--- src/rtl/arb8_mux_ctrl.sv ---
// Round-robin arbiter for eight requesters sharing one 8:1 data mux.
// Each grant carries at most MAX_BURST accepted beats, then the pointer rotates past the winner.
module arb8_mux_ctrl #(
   parameter int WIDTH     = 64,
   parameter int MAX_BURST = 4
) (
   input  logic                  clk,
   input  logic                  reset,
   input  logic [7:0]            req,
   input  logic [7:0][WIDTH-1:0] data_in,
   input  logic                  out_ready,
   output logic                  out_valid,
   output logic [WIDTH-1:0]      out_data,
   output logic [2:0]            sel,
   output logic [7:0]            ack,
   output logic                  busy
);

   typedef enum logic {
      IDLE  = 1'b0,
      GRANT = 1'b1
   } state_t;

   localparam logic [3:0] BURST_LIM = 4'(MAX_BURST);

   state_t     state_q, state_d;
   logic [2:0] sel_q, sel_d;
   logic [2:0] ptr_q, ptr_d;
   logic [3:0] cnt_q, cnt_d;
   logic       beat_acc;

   // First set request at or after p, wrapping mod 8; later offsets are overwritten by nearer ones.
   function automatic logic [2:0] rr_pick(input logic [7:0] r, input logic [2:0] p);
      logic [2:0] win;
      logic [2:0] idx;
      win = p;
      for (int i = 7; i >= 0; i--) begin
         idx = p + 3'(i);
         if (r[idx]) begin
            win = idx;
         end
      end
      return win;
   endfunction

   // State register; reset also drops any beat in flight.
   always_ff @(posedge clk or posedge reset) begin
      if (reset) begin
         state_q <= IDLE;
         sel_q   <= 3'd0;
         ptr_q   <= 3'd0;
         cnt_q   <= 4'd0;
      end else begin
         state_q <= state_d;
         sel_q   <= sel_d;
         ptr_q   <= ptr_d;
         cnt_q   <= cnt_d;
      end
   end

   // Next-state: arbitrate in IDLE, count beats and decide release in GRANT.
   always_comb begin
      state_d = state_q;
      sel_d   = sel_q;
      ptr_d   = ptr_q;
      cnt_d   = cnt_q;
      case (state_q)
         IDLE: begin
            if (req != 8'h00) begin
               sel_d   = rr_pick(req, ptr_q);
               cnt_d   = 4'd0;
               state_d = GRANT;
            end else begin
               state_d = IDLE;
            end
         end
         GRANT: begin
            if (!req[sel_q]) begin
               state_d = IDLE;
               ptr_d   = sel_q + 3'd1;
               cnt_d   = 4'd0;
            end else if (beat_acc) begin
               if ((cnt_q + 4'd1) == BURST_LIM) begin
                  state_d = IDLE;
                  ptr_d   = sel_q + 3'd1;
                  cnt_d   = 4'd0;
               end else begin
                  cnt_d = cnt_q + 4'd1;
               end
            end else begin
               cnt_d = cnt_q;
            end
         end
         default: begin
            state_d = IDLE;
         end
      endcase
   end

   // Outputs: valid and ack follow the granted lane's request within the cycle.
   always_comb begin
      busy      = (state_q == GRANT);
      out_valid = busy && req[sel_q];
      beat_acc  = out_valid && out_ready;
      if (beat_acc) begin
         ack = 8'h01 << sel_q;
      end else begin
         ack = 8'h00;
      end
      out_data = data_in[sel_q];
      sel      = sel_q;
   end

endmodule

--- config.mk ---
export PLATFORM = sky130hd
export DESIGN_NAME = arb8_mux_ctrl
export DESIGN_NICKNAME = d
export VERILOG_FILES = /design/src/rtl/arb8_mux_ctrl.sv
export SDC_FILE = /design/constraint.sdc
export NUM_CORES = 1
export LEC_CHECK = 0
export ABC_AREA = 0
export CORE_AREA = 2 2 236 238
export DETAILED_ROUTE_END_ITERATION = 8
export DIE_AREA = 0 0 238 240
export GPL_TIMING_DRIVEN = 0
export HOLD_SLACK_MARGIN = 0.05
export PLACE_DENSITY_LB_ADDON = 0.05
export SYNTH_ARGS = -nofsm -noshare
export SYNTH_HDL_FRONTEND = slang
export SYNTH_SLANG_ARGS = --single-unit
--- constraint.sdc ---
create_clock -name clk -period 3.51 [get_ports clk]
set_clock_uncertainty 0.05 [all_clocks]
set_input_delay 0.702 -clock clk [delete_from_list [all_inputs] [get_ports clk]]
set_output_delay 0.702 -clock clk [all_outputs]
set_load 0.1 [all_outputs]
==> results.yml <==
power:
  seqPwrFrac: 0.024
  power.switching_mw: 8.00
  p_int_mw: 3.61
  p_sw_frac: 0.689
  leakagePower_nw: 4.65
  comb_power_share: 0.959
  clkPwrFrac: 0.018
  vdd_drop_max_mv: 0.353
  power_density_nw_per_um2: 956
timing:
  max_freq_ghz: 0.298
  drv_slew: 0
  timing.final.crit_share: 0.955
  max-slew-margin-rel: 0.306
  worstMarginPinSlew_ns: 1.04
  hold_viol_final: 0
  rsz0062_at_grt: "no"
  setup_ws_ns: 0.160
  setup_viol: 0
  min_period_ns: 3.35
  fin_tns_setup_ns: 0
route:
  viasPerCell: 3.93
  drt-wirelength-per-cell_um: 28.1
  drt_wl_total_um: 52100
  drt_iter0_drc: 314
  ant_nets: 0
  route.detailed.drc: 0
  dr.pass1.iters: 6
  vias: 7270
placed_design:
  pre_cts_slack_ns: -1.37
  placedCellCount: 1837
  io_buffer_count: 599
  place_hpwl_um: 47600
  place_congestion: 0.844
global_route:
  globalRouteMet2Util: 0.335
  grt_start_max_net_pins: 20
  grt-busiest-layer: "met2"
  track_usage: 0.173
  grtUsageMet1: 0.190
  antenna_found_initial: 31
  grt_pass1_wl_um: 68200
  use_met3: 0.0586
  grt_overflow: 0
  grt_pass1_vias: 7858
worst_setup_path:
  worstPathArrival_ns: 2.60
  setup.worst_path.start_class: "flop"
  r2r-end: "sel[0]"
  worst_setup_path_end_kind: "output pin"
  reg2reg_from: "ptr_q[0]"
  path_max_fanout: 10
  cp-startpoint: "sel[1]"
  crit_type: "flop to output pin"
  reg2reg_slack_ns: 0.17
  worstPathRequired_ns: 2.76
  worst-r2r-cell-count: 9
logic_synthesis:
  async_flop_share: 1.00
  yosysWarningCount: 0
  synth-xor-area-share: 0.00968
  synth_edf_count: 0
  synthAdderAreaFrac: 0.0231
  yosys.area_share.simple: 0.181
  synth_top_family_by_area: "multiplexers"
  muxShareOfSynthArea: 0.629
  synthCells: 534
  synth_compound_area_frac: 0.0565
  ys_types: 52
  synth_area_per_cell_um2: 10.2
  yosysTopAreaCellShare: 0.577
  synthFlopType: "dfrtp_1"
  synth_area_um2: 5430
  syn_nets: 1067
  seq_area_frac_synth: 0.0507
  synthTopCellsByArea: "mux4_2, nand2_1, dfrtp_1"
  synth_seq_cells: 11
  synth_area_leader_cell: "mux4_2"
clock_tree:
  cts.sink_count: 11
  clk_latency_ns: 0.24
  cts_tree: "yes"
  cts.clk_slew.worst_paths_ns: 0.04
  cts_buffer_depth: 2
  clock-root-buffer: "clkbuf_16"
  cts_buffers: 3
  post_cts_buffers: 0
  h-tree-depth: 1
floorplan:
  num_rows: 86
  coreArea_um2: 54700
  die_x_um: 238
  boundaryPins: 600
  start_util: 0.0993
  die-area_um2: 57100
  die_h_um: 240
status:
  status: "completed"
worst_hold_path:
  whs_endpoint: "cnt_q[3]"
  min_from: "cnt_q[3]"
  min_path_type: "flop to flop"
  min_path_cells: 1
finish:
  final_common_cell: "clkdlybuf4s50_1"
  area_delta_synth_final_pct: 124
  drive_gt1_frac: 0.243
  final_core_util: 0.222
  most-common-layout-cells: "clkdlybuf4s50_1, nand2_1, mux4_2, buf_2, buf_4"
  final_cells: 1851
  fin_nets: 1670
run:
  drv_cap: 0
-- stage by stage --
stage                     cell area [um^2]  power (mW)  hold WS, ns
after detailed placement             12300        12.1        0.454
after global routing                 12100        12.2        0.501
after floorplan                       5440        8.52        0.422
after CTS                            12100        11.9        0.460
after global placement               12300        12.2        0.450
final                                12200        11.6        0.454
-- routing by layer --
metal / up-vias / routed length (um)
met1: 3618 / 19300
met5: - / 231
met4: 36 / 172
met2: 241 / 28700
li1: 3331 / -
met3: 44 / 3660
-- registers in the layout (all words and copies together) (netlist names) --
signal,count
busy,1
cnt_q,4
ptr_q,3
sel,3
-- critical path, cell delays in order, from the launching register on --
cell,delay (ns)
dfrtp_2,0.45
clkbuf_1,0.26
clkbuf_4,0.36
clkbuf_2,0.36
mux4_2,0.30
nand2_1,0.09
nand2_1,0.08
buf_2,0.43
-- cell type report --
class	instances	area (um^2)
inverters	11	42.5
diodes	11	27.5
fillers	6032	42500
plain buffers	51	293
flip-flops and latches	11	278
multi-input cells	460	4900
repair buffers	599	5660
clock buffers	4	78.8
well taps	704	881
-- cells by family after synthesis --
group / Yosys count
mux: 160
fa+ha+maj: 10
compound gates: 42
simple gates: 242
buf+inv: 63
xor+xnor: 6
flops: 11
-- power groups by stage --
stage | combinational (mW) | sequential, mW | clock [mW]
6_report | 11.1 | 0.273 | 0.207
5_1_grt | 11.7 | 0.286 | 0.224
3_5_place_dp | 11.8 | 0.280 | 0
2_1_floorplan | 8.13 | 0.388 | 0
4_1_cts | 11.4 | 0.280 | 0.214
3_3_place_gp | 11.9 | 0.285 | 0
-- what timing repair did --
| item | CTS | global route |
|---|---|---|
| setup endpoints to repair | 76 | 9 |
| resized for setup | 413 | 10 |
| pin swaps | 0 | 0 |
| hold buffers | 0 | 0 |
-- Yosys cell counts (3+ instances only) --
| cell | number |
|---|---|
| xor2_1 | 5 |
| ha_1 | 10 |
| inv_1 | 10 |
| nand2_1 | 201 |
| mux2_1 | 5 |
| mux2i_1 | 6 |
| dfrtp_1 | 11 |
| and3_1 | 7 |
| nor3_1 | 4 |
| a21oi_1 | 12 |
| a221oi_1 | 3 |
| buf_1 | 3 |
| mux2_2 | 6 |
| clkbuf_1 | 31 |
| nor4_1 | 3 |
| buf_2 | 15 |
| nand3b_1 | 3 |
| nand3_1 | 5 |
| and2_1 | 3 |
| mux4_2 | 139 |
| or3_1 | 3 |
| nor2_1 | 9 |
-- worst max path at each step --
stage	end	depth (start not counted)
final	out_data[1]	7
after CTS	out_data[24]	7
after global placement	ack[4]	7
after global routing	out_data[53]	7
after floorplan	out_data[0]	6
after detailed placement	ack[4]	7
Power figures use the tool's default switching activity.
==> RTL edit 1 (same settings) <==
`WIDTH`: 64 -> 32.
--- a/src/rtl/arb8_mux_ctrl.sv
+++ b/src/rtl/arb8_mux_ctrl.sv
@@ -2,5 +2,5 @@
 // Each grant carries at most MAX_BURST accepted beats, then the pointer rotates past the winner.
 module arb8_mux_ctrl #(
-   parameter int WIDTH     = 64,
+   parameter int WIDTH     = 32,
    parameter int MAX_BURST = 4
 ) (
Ports: changed (resized data_in and out_data); port bits go from 600 to 312. The function was not compared with the original's and may differ.
==> RTL edit 1 against the original RTL <==
Final area is 36% lower; wire length shrank 46%; global-route usage fell by 8.2 points; largest cell class unchanged; worst setup slack got worse by 0.069 ns; sequential cell count unchanged; highest routed layer is now met4; clock power is 4% higher; power shrank 37%; synthesized area fell by 35%.
==> RTL edit 1: results (changes against the original RTL) <==
Outcome
  – Run status: finished clean (unchanged)

Clock network
  – Clk slew on worst S/H paths: 0.04 ns (about the same)
  – Clock buffer depth: 2 (unchanged)
  – CTS H-tree lvls: 1 (unchanged)
  – CTS buffer count: 3 (unchanged)
  – Clk root buf: clkbuf_16 (unchanged)
  – Clock latency on the worst-skew pair: 0.24 ns (about the same)

Global route
  – First-pass GRT wire length: 37,100 µm (was 68,200 µm)
  – Initial antenna violation count: 2 (was 31)
  – Total track usage: 9.12% (was 17.3%)
  – Largest net degree at the start of global routing: 12 (was 20)
  – Vias in the first global route: 4,776 (was 7,858)

Synth
  – Synth warn: 0 (unchanged)
  – Top FF cell, synth: dfrtp_1 (unchanged)
  – Syn_nets: 628 (was 1,067)
  – Sequential fraction of the synthesis area: 7.79% (was 5.07%)
  – Synth top cells by count: nand2_1 (105), mux4_2 (75), clkbuf_1 (13) (was nand2_1 (201), mux4_2 (139), clkbuf_1 (31))
  – FFs w/ async S/R, synth: 100% (unchanged)
  – Post-synthesis cell type count: 49 (was 52)
  – Area contributors post-synth: mux4_2 (48%), nand2_1 (11%), dfrtp_1 (7.8%), ha_1 (3.5%), mux2_2 (3.5%) (was mux4_2 (58%), nand2_1 (14%), dfrtp_1 (5.1%), ha_1 (2.3%), clkbuf_1 (2.1%))
  – Syn_area_per_cell: 10.1 µm² (was 10.2 µm²)

Worst setup path
  – CP arrival: 2.67 ns (was 2.60 ns)
  – Worst-path fanout max: 10 (unchanged)
  – CP peak stage delay: 0.50 ns (was 0.45 ns)
  – Worst-case reg-to-reg path depth: 10 (was 9)
  – Worst Setup EP: ack[0] (was out_data[1])
  – R2r startpoint: ptr_q[1] (was ptr_q[0])
  – Slowest cell on crit path: mux4_2 (was dfrtp_2)
  – R2R setup slack: 0.20 ns (was 0.17 ns)
  – Reg2Reg Capture Point: sel[0] (unchanged)
  – Origin of the worst setup path: req[0] (was sel[1])

Route
  – Met2 routed WL: 15,500 µm (was 28,700 µm)
  – Via Count: 4,367 (was 7,270)
  – Top Metal Used: met4 (was met5)
  – Starting DRC count in detailed routing: 99 (was 314)
  – Wl on met1: 10,900 µm (was 19,300 µm)
  – Drt pass-1 iters: 4 (was 6)
  – Met3 WL: 1280 µm (was 3660 µm)
  – Average via count per standard cell: 3.18 (was 3.93)
  – WL per Instance: 20.3 µm (was 28.1 µm)

Power and ir drop
  – Leak: 2.79 nW (was 4.65 nW)
  – Maximum VDD drop: 0.390 mV (was 0.353 mV)

Layout
  – Final #Nets: 946 (was 1,670)
  – Share of layout cells above drive strength 1: 26.3% (was 24.3%)
  – Biggest register: cnt_q (unchanged)
  – Max FFs per register: 4 (unchanged)

Placed design
  – Placed instance area: 7570 µm² (was 12,300 µm²)
  – GP Congestion: 0.766 (was 0.844)
  – Post-placement cell count: 1,367 (was 1,837)
  – Post-detail-place hpwl: 24,100 µm (was 47,600 µm)
  – Buffers on Ports: 311 (was 599)

Hold path
  – Worst Hold Class: flop to flop (unchanged)

Timing
  – Max-slew headroom: 23.6% (was 30.6%)
  – Final Max Tran Viols: 0 (unchanged)
[RTL edit 1: cell types whose count changed after synthesis, moves of 5 or more]
| cell | before | now |
|---|---|---|
| buf_2 | 15 | 10 |
| nand2_1 | 201 | 105 |
| mux2_1 | 5 | 0 |
| mux4_2 | 139 | 75 |
| clkbuf_1 | 31 | 13 |
| mux2_2 | 6 | 11 |
[RTL edit 1: area by class of cell]
cell class                      count  area (µm²)
Clock inverter                      1        5.00
Sequential cell                    11         278
Clock buffer                        3        75.1
Timing Repair Buffer              314        3160
Tap cell                          704         881
Inverter                           11        41.3
Buffer                             28         175
Fill cell                        6169       46900
Antenna cell                        2        5.00
Multi-Input combinational cell    300        3120
[RTL edit 1: what timing repair did]
item                                    in CTS  in global routing
setup buffers                                0                  2
endpoints found under the setup margin      42                 17
resized for setup                          179                 15
pin swaps                                    0                  0
gates cloned                                 0                  0
hold buffers                                 0                  0
[RTL edit 1: stage by stage]
stage | setup WS [ns] | hold WS, ns
2_1_floorplan | 0.0455 | 0.419
3_3_place_gp | -1.22 | 0.437
3_5_place_dp | -1.19 | 0.443
4_1_cts | 0.00851 | 0.456
5_1_grt | 0.00303 | 0.475
6_report | 0.0906 | 0.455
[RTL edit 1: worst min path at each step]
stage / slack (ns) / cells past startpoint / to / from
global route: 0.48 / 1 / cnt_q[3] / cnt_q[3]
detailed placement: 0.44 / 1 / cnt_q[3] / cnt_q[3]
finish: 0.46 / 1 / cnt_q[3] / cnt_q[3]
global placement: 0.44 / 1 / cnt_q[3] / cnt_q[3]
CTS: 0.46 / 1 / cnt_q[3] / cnt_q[3]
floorplan: 0.42 / 1 / cnt_q[3] / cnt_q[3]
[RTL edit 1: where the power goes]
part           internal, mW  switching, mW
clock network         0.151         0.0630
logic                  2.29           4.58
registers             0.181          0.103
[RTL edit 1: per-layer routing]
layer  track usage (%)  vias up
met4             0.549        0
met1              10.5     2192
met2              18.1      149
met3              1.58        8
met5                 0        -
li1                  -     2018
[RTL edit 1: cell families (layout without fill, tap and decap cells)]
kind of cell               count (synthesis)  count (layout)  synth area share [%]
other                                      0               2                     0
muxes                                     96              96                  55.8
and+or+nand+nor                          146             146                  17.6
buffers and inverters                     40             357                  5.03
adders and majority gates                 10              10                  3.54
AOI/OAI and AO/OA                         42              42                  8.82
xor gates and xnor gates                   6               6                  1.49
DFF                                       11              11                  7.79
[RTL edit 1: worst max-delay path: cells and delay by family]
family                 cells  cell delay, ns
multiplexers               2            0.79
buffers and inverters      2            0.62
AND/OR/NAND/NOR            3            0.53
==> RTL edit 2 (same flow settings) <==
Without the edit above. Make the reset (`reset`) synchronous in one clocked block.
--- a/src/rtl/arb8_mux_ctrl.sv
+++ b/src/rtl/arb8_mux_ctrl.sv
@@ -45,5 +45,5 @@
 
    // State register; reset also drops any beat in flight.
-   always_ff @(posedge clk or posedge reset) begin
+   always_ff @(posedge clk) begin
       if (reset) begin
          state_q <= IDLE;
Function: differs if reset is asserted again (counterexample within 4 cycles, from zero or initial values and one cycle with reset high); with reset held inactive, the same outputs for 4 cycles.
==> RTL edit 2 against the original RTL <==
Worst setup slack worse by 0.068 ns; sequential power is 25% lower; synthesized area is 3.7% higher; final area is 5.0% higher; combinational power is 17% lower; power is 17% lower; sequential cell count stayed put; highest routed layer unchanged; wire length is 2.7% lower.
==> RTL edit 2: results (changes against the original RTL) <==
Hold path
  – Endpoint, Worst Hold: cnt_q[1] (was cnt_q[3])
  – Hold_sp: cnt_q[1] (was cnt_q[3])
  – WHS Path Cells: 2 (was 1)

Worst setup path
  – Worst-path fanout max: 8 (was 10)
  – Top delay family on crit path: multiplexers (was buffers and inverters)
  – Reg2Reg Capture Point: sel[0] (unchanged)
  – R2r startpoint: ptr_q[1] (was ptr_q[0])
  – Worst-case reg-to-reg path depth: 12 (was 9)
  – CP arrival: 2.67 ns (was 2.60 ns)
  – CP peak stage delay: 0.51 ns (was 0.45 ns)
  – Slowest cell on crit path: mux4_2 (was dfrtp_2)

Global route
  – Total track usage: 16.7% (was 17.3%)
  – Initial antenna violation count: 27 (was 31)
  – First-pass GRT wire length: 66,300 µm (was 68,200 µm)

Route
  – Wl on met1: 18,600 µm (was 19,300 µm)
  – Average via count per standard cell: 3.96 (was 3.93)
  – WL per Instance: 27.0 µm (was 28.1 µm)
  – Drt pass-1 iters: 5 (was 6)
  – Starting DRC count in detailed routing: 214 (was 314)

Layout
  – Post-route insts no fill: 1,874 (was 1,851)
  – Layout filler cell count: 5,889 (was 6,032)
  – Share of layout cells above drive strength 1: 25.1% (was 24.3%)

Synth
  – Syn_nets: 1,094 (was 1,067)
  – Top FF cell, synth: dfxtp_1 (was dfrtp_1)
  – Mapped Cells: 561 (was 534)
  – Synth Area in Compound Gates: 5.93% (was 5.65%)
  – Post-Synth XOR/XNOR Area: 0.622% (was 0.968%)
  – Synth top cells by count: nand2_1 (206), mux4_2 (144), clkbuf_1 (35) (was nand2_1 (201), mux4_2 (139), clkbuf_1 (31))
  – FFs w/ async S/R, synth: 0% (was 100%)
  – Post-synthesis cell type count: 51 (was 52)
  – Adder-cell share of the synthesized area: 2.22% (was 2.31%)
  – Mux share of post-synthesis cell area: 63.4% (was 62.9%)

Timing
  – Worst hold slack: 0.511 ns (was 0.454 ns)
  – Max-slew headroom: 34.5% (was 30.6%)

Outcome
  – Run status: finished clean (unchanged)

Power and ir drop
  – Maximum VDD drop: 0.597 mV (was 0.353 mV)
  – Psw: 6.26 mW (was 8.00 mW)
  – Leak: 4.59 nW (was 4.65 nW)

Placed design
  – Pre-CTS WS: -1.25 ns (was -1.37 ns)
  – Post-detail-place hpwl: 45,000 µm (was 47,600 µm)
  – Placed instance area: 12,500 µm² (was 12,300 µm²)
-- RTL edit 2: changes by cell type in the layout (fill, tap and decap cells not counted), moves of 6 or more --
| cell | before | now |
|---|---|---|
| mux4_2 | 139 | 145 |
| clkbuf_1 | 13 | 21 |
| nand2_1 | 200 | 206 |
| buf_2 | 67 | 18 |
| dfxtp_1 | 0 | 8 |
| dfrtp_1 | 9 | 0 |
| clkdlybuf4s15_2 | 1 | 58 |
| clkbuf_2 | 14 | 7 |
| buf_4 | 21 | 14 |
| dlygate4sd2_1 | 8 | 2 |
-- RTL edit 2: final cells by class --
class	count	area (µm²)	area share (%)
Timing Repair Buffer	600	6050	47.4
Multi-Input combinational cell	472	5090	39.8
Tap cell	704	881	6.90
Buffer	64	382	2.99
Sequential cell	11	226	1.77
Clock buffer	4	78.8	0.617
Inverter	11	46.3	0.363
Antenna cell	8	20.0	0.157
-- RTL edit 2: how the worst max path moves through the flow --
stage / start / to / slack [ns] / cells past startpoint
global placement: sel[0] / out_data[48] / -1.17 / 7
finish: req[1] / ack[1] / 0.09 / 7
global route: sel[1] / out_data[11] / 0.002 / 7
CTS: req[5] / ack[1] / 0.007 / 8
floorplan: sel[2] / ack[0] / 0.03 / 8
detailed placement: sel[0] / out_data[48] / -1.25 / 7
-- RTL edit 2: per-layer routing --
layer / up-vias / global-route usage (%)
met5: - / 0
met4: 34 / 2.31
met3: 50 / 5.63
met2: 327 / 31.5
met1: 3611 / 18.4
li1: 3404 / -
-- RTL edit 2: timing repair --
item                                   in CTS  in global routing
resized for setup                         310                 16
setup buffers                               1                  0
cloned                                      0                  0
pin swaps                                   0                  0
endpoints found under the hold margin       0                  0
setup endpoints to repair                  76                 13
-- RTL edit 2: worst register-to-register path: cells and delay by family, from the launching register on --
family / cells / cell delay [ns]
buffers and inverters: 6 / 1.20
flip-flops: 1 / 0.35
adder cells (fa/ha/maj): 1 / 0.33
AO/OA/AOI/OAI: 3 / 0.66
multiplexers: 2 / 0.66
-- RTL edit 2: cells by family (layout without fill, tap and decap cells) --
kind of cell             count (synthesis)  count (layout)
AO/OA/AOI/OAI                           44              44
XOR/XNOR                                 4               4
AND/OR/NAND/NOR                        247             247
flip-flops                              11              11
buffers and inverters                   78             679
other                                    0               8
adder cells (fa/ha/maj)                 10              10
multiplexers                           167             167
-- RTL edit 2: power by group through the flow --
| stage | combinational (mW) | sequential (mW) | clock (mW) |
|---|---|---|---|
| 2_1_floorplan | 6.49 | 0.297 | 0 |
| 3_3_place_gp | 9.47 | 0.205 | 0 |
| 3_5_place_dp | 9.43 | 0.204 | 0 |
| 4_1_cts | 9.37 | 0.213 | 0.218 |
| 5_1_grt | 9.66 | 0.217 | 0.223 |
| 6_report | 9.18 | 0.205 | 0.211 |
